<file path="config.mk">
export PLATFORM = sky130hd
export DESIGN_NAME = bus_strobe_sync
export DESIGN_NICKNAME = d
export VERILOG_FILES = /design/src/rtl/bus_strobe_sync.sv
export SDC_FILE = /design/constraint.sdc
export NUM_CORES = 1
export LEC_CHECK = 0
export ABC_CLOCK_PERIOD_IN_PS = 800
export CORE_UTILIZATION = 30
export DETAILED_ROUTE_END_ITERATION = 12
export REMOVE_ABC_BUFFERS = 1
export SETUP_SLACK_MARGIN = 0.5
export SYNTH_ARGS = -nofsm -noshare
export SYNTH_HDL_FRONTEND = slang
export SYNTH_SLANG_ARGS = --single-unit
</file>
<file path="constraint.sdc">
create_clock -name clk_100mhz -period 0.8 [get_ports clk_100mhz]
set_input_delay 0.24 -clock clk_100mhz [delete_from_list [all_inputs] [get_ports clk_100mhz]]
set_output_delay 0.24 -clock clk_100mhz [all_outputs]
set_load 0.005 [all_outputs]
</file>
<file path="src/rtl/bus_strobe_sync.sv">
// Brings the asynchronous RPI strobe, direction and data into the clk_100mhz
// domain and produces single-cycle write/read strobes on the rising edge.
module bus_strobe_sync #(
  parameter int unsigned DATA_WIDTH = 8
) (
  input  logic                  clk_100mhz,
  input  logic                  reset,
  input  logic                  bus_clk,
  input  logic                  bus_rnw,
  input  logic [DATA_WIDTH-1:0] bus_data_in,
  output logic                  wstrobe,
  output logic                  rstrobe,
  output logic [DATA_WIDTH-1:0] data_q
);

  logic [1:0]            clk_sync;
  logic [1:0]            rnw_sync;
  logic                  clk_prev;
  logic [DATA_WIDTH-1:0] data_s1;
  logic                  rise;

  // Data takes the same two-stage path as the strobe so both line up.
  always_ff @(posedge clk_100mhz or posedge reset) begin
    if (reset) begin
      clk_sync <= '0;
      rnw_sync <= '0;
      clk_prev <= 1'b0;
      data_s1  <= '0;
      data_q   <= '0;
    end else begin
      clk_sync <= {clk_sync[0], bus_clk};
      rnw_sync <= {rnw_sync[0], bus_rnw};
      clk_prev <= clk_sync[1];
      data_s1  <= bus_data_in;
      data_q   <= data_s1;
    end
  end

  assign rise    = clk_sync[1] & ~clk_prev;
  assign wstrobe = rise & ~rnw_sync[1];
  assign rstrobe = rise & rnw_sync[1];

endmodule

</file>
==> results.json <==
{
  "worstSetupStartpointType": "flip-flop",
  "area_growth_pct": 50.9,
  "drv_cap": 0,
  "die-width_um": 44.8,
  "cts_hold_buf": 0,
  "numPortBuffers": 21,
  "grt_max_degree": 13,
  "fin_setup_tns_ns": -2.64,
  "hold_viol_final": 0,
  "clkLatencyLatePin_ns": 0.29,
  "dieHeight_um": 44.8,
  "vias": 291,
  "rows": 15,
  "cts_sinks": 21,
  "end_kind": "output pin",
  "mostFrequentLayoutCells": "21 x dfrtp_1, 11 x dlygate4sd2_1, 10 x buf_2",
  "dieArea_um2": 2010,
  "cts_root_buf": "clkbuf_4",
  "numCtsBuffers": 3,
  "met2_usage": 0.132,
  "cp_max_fo": 2,
  "ios": 22,
  "pwr-share-clk": 0.271,
  "period_minus_slack_ns": 1.23,
  "p_comb_frac": 0.075,
  "gp_congestion": 0.574,
  "ys_seq_area_frac": 0.955,
  "power.total_mw": 1.73,
  "swShare": 0.201,
  "yosysWarnings": 0,
  "layout-drive-gt1-share": 0.365,
  "cts.reportedPaths.clkPinSlew_ns": 0.11,
  "leakage_nw": 0.411,
  "grt_use_met3": 0.0520,
  "synth_cell_types": 4,
  "seq_power_share": 0.653,
  "tightestPinTransition_ns": 0.196,
  "ys_ff_latch": 21,
  "drtIter0Drc": 0,
  "wl_per_cell_um": 9.77,
  "grt_usage": 0.0886,
  "grt_pass1_vias": 265,
  "required_ns": 0.56,
  "setup_viol": 10,
  "post-route-util": 0.481,
  "fp.coreArea_um2": 1730,
  "finClkSkew_ns": 0.00625,
  "grt_overflow": 0,
  "final_common_cell": "dfrtp_1",
  "status": "complete, but fails checks",
  "syn-instance-count": 24,
  "hold_path.class": "primary input to asynchronous set/reset pin",
  "cts_tree": "yes",
  "ant_nets": 0,
  "p_sw_mw": 0.347,
  "cts.path.max_buffers": 2,
  "dp_hpwl_um": 478,
  "arrival_ns": 0.99,
  "syn_area_per_cell_um2": 22.9,
  "antenna_found_initial": 0,
  "grt_use_met1": 0.113,
  "setup_ws_ns": -0.427,
  "wl_um": 752,
  "synth_area_um2": 551,
  "report.final.slew_viol_count": 0,
  "via_per_inst": 3.78,
  "r2r.worst_path.cells": 0,
  "remaining_drc_errors": 0,
  "busiest_layer": "met2",
  "hold-worst-slack_ns": 0.153,
  "htreeDepth": 1,
  "initial_core_util": 0.319,
  "powerDensity_nw_per_um2": 2080,
  "maxSlewHeadroom": 0.869,
  "fin_nets": 65,
  "min_period_over_period": 1.53,
  "failed_checks": "setup timing",
  "critical_path_class": "flip-flop to output pin",
  "rsz0062_at_grt": "true",
  "fmax_mhz": 815,
  "grt_first_pass_wirelength_um": 1190,
  "drt-pass1-iter-count": 1,
  "antenna_cells": 0,
  "post_cts_buffers": 0,
  "intPower_mw": 1.38,
  "vdd_ir_drop_max_mv": 1.08
}
[final timing paths]
| check | to | slack (ns) | from |
|---|---|---|---|
| max | rstrobe | -0.43 | clk_prev |
| min | data_s1[1] | 0.15 | reset |
| max reg2reg | clk_prev | 0.28 | clk_sync[1] |
| min reg2reg | rnw_sync[1] | 0.35 | rnw_sync[0] |
| max in group asynchronous | clk_sync[1] | 0.54 | reset |
| min in group clk_100mhz | data_s1[5] | 0.17 | bus_data_in[5] |
[routing by layer]
layer / share of wire / wire length [um] / vias to the layer above
li1: - / - / 130
met1: 0.44 / 331 / 145
met2: 0.47 / 352 / 16
met3: 0.092 / 69 / 0
met4: 0 / 0 / 0
met5: 0 / 0 / -
[synthesized netlist by cell type]
cell,instances,area (um^2)
dfrtp_1,21,526
and3b_1,1,8.76
nor3b_2,1,12.5
inv_1,1,3.75
[area by class of cell]
cell class	instances	area [um^2]
clock buffer	3	22.5
clock inverter	1	5.00
fill	172	896
inverter	1	3.75
multi-input combinational	2	21.3
sequential	21	526
tap	25	31.3
timing repair buffer	24	221
[registers in the layout, indices dropped and copies added, names as in the netlist]
| name | count |
|---|---|
| clk_prev | 1 |
| rnw_sync | 2 |
| data_s1 | 8 |
| clk_sync | 2 |
| data_q | 8 |
[through the flow]
step           setup slack, ns  std cells  area (um^2)
2_1_floorplan          -0.0126         24          551
3_3_place_gp            -0.480         71          812
3_5_place_dp            -0.496         71          812
4_1_cts                 -0.441         77          831
5_1_grt                 -0.484         77          831
6_report                -0.427         77          831
[power groups by stage]
| stage | logic [mW] | clock network [mW] | registers, mW |
|---|---|---|---|
| after floorplan | 0.0210 | 0 | 1.15 |
| after global placement | 0.140 | 0 | 1.15 |
| after detailed placement | 0.142 | 0 | 1.15 |
| after CTS | 0.134 | 0.489 | 1.13 |
| after global routing | 0.143 | 0.550 | 1.13 |
| final | 0.130 | 0.469 | 1.13 |
[critical path, stage by stage (launching register included)]
cell and delay [ns]:
dfrtp_1 0.40, and3b_1 0.20, buf_2 0.10
[cell families after synthesis]
group | Yosys count | synth area share
DFF | 21 | 0.955
and+or+nand+nor | 2 | 0.0386
buffers and inverters | 1 | 0.00681
[what timing repair did]
action	4_1_cts	5_1_grt
endpoints found under the setup margin	52	21
pin swaps	0	1
resized for setup	54	0
cloned	2	0
Power figures use the tool's default switching activity.
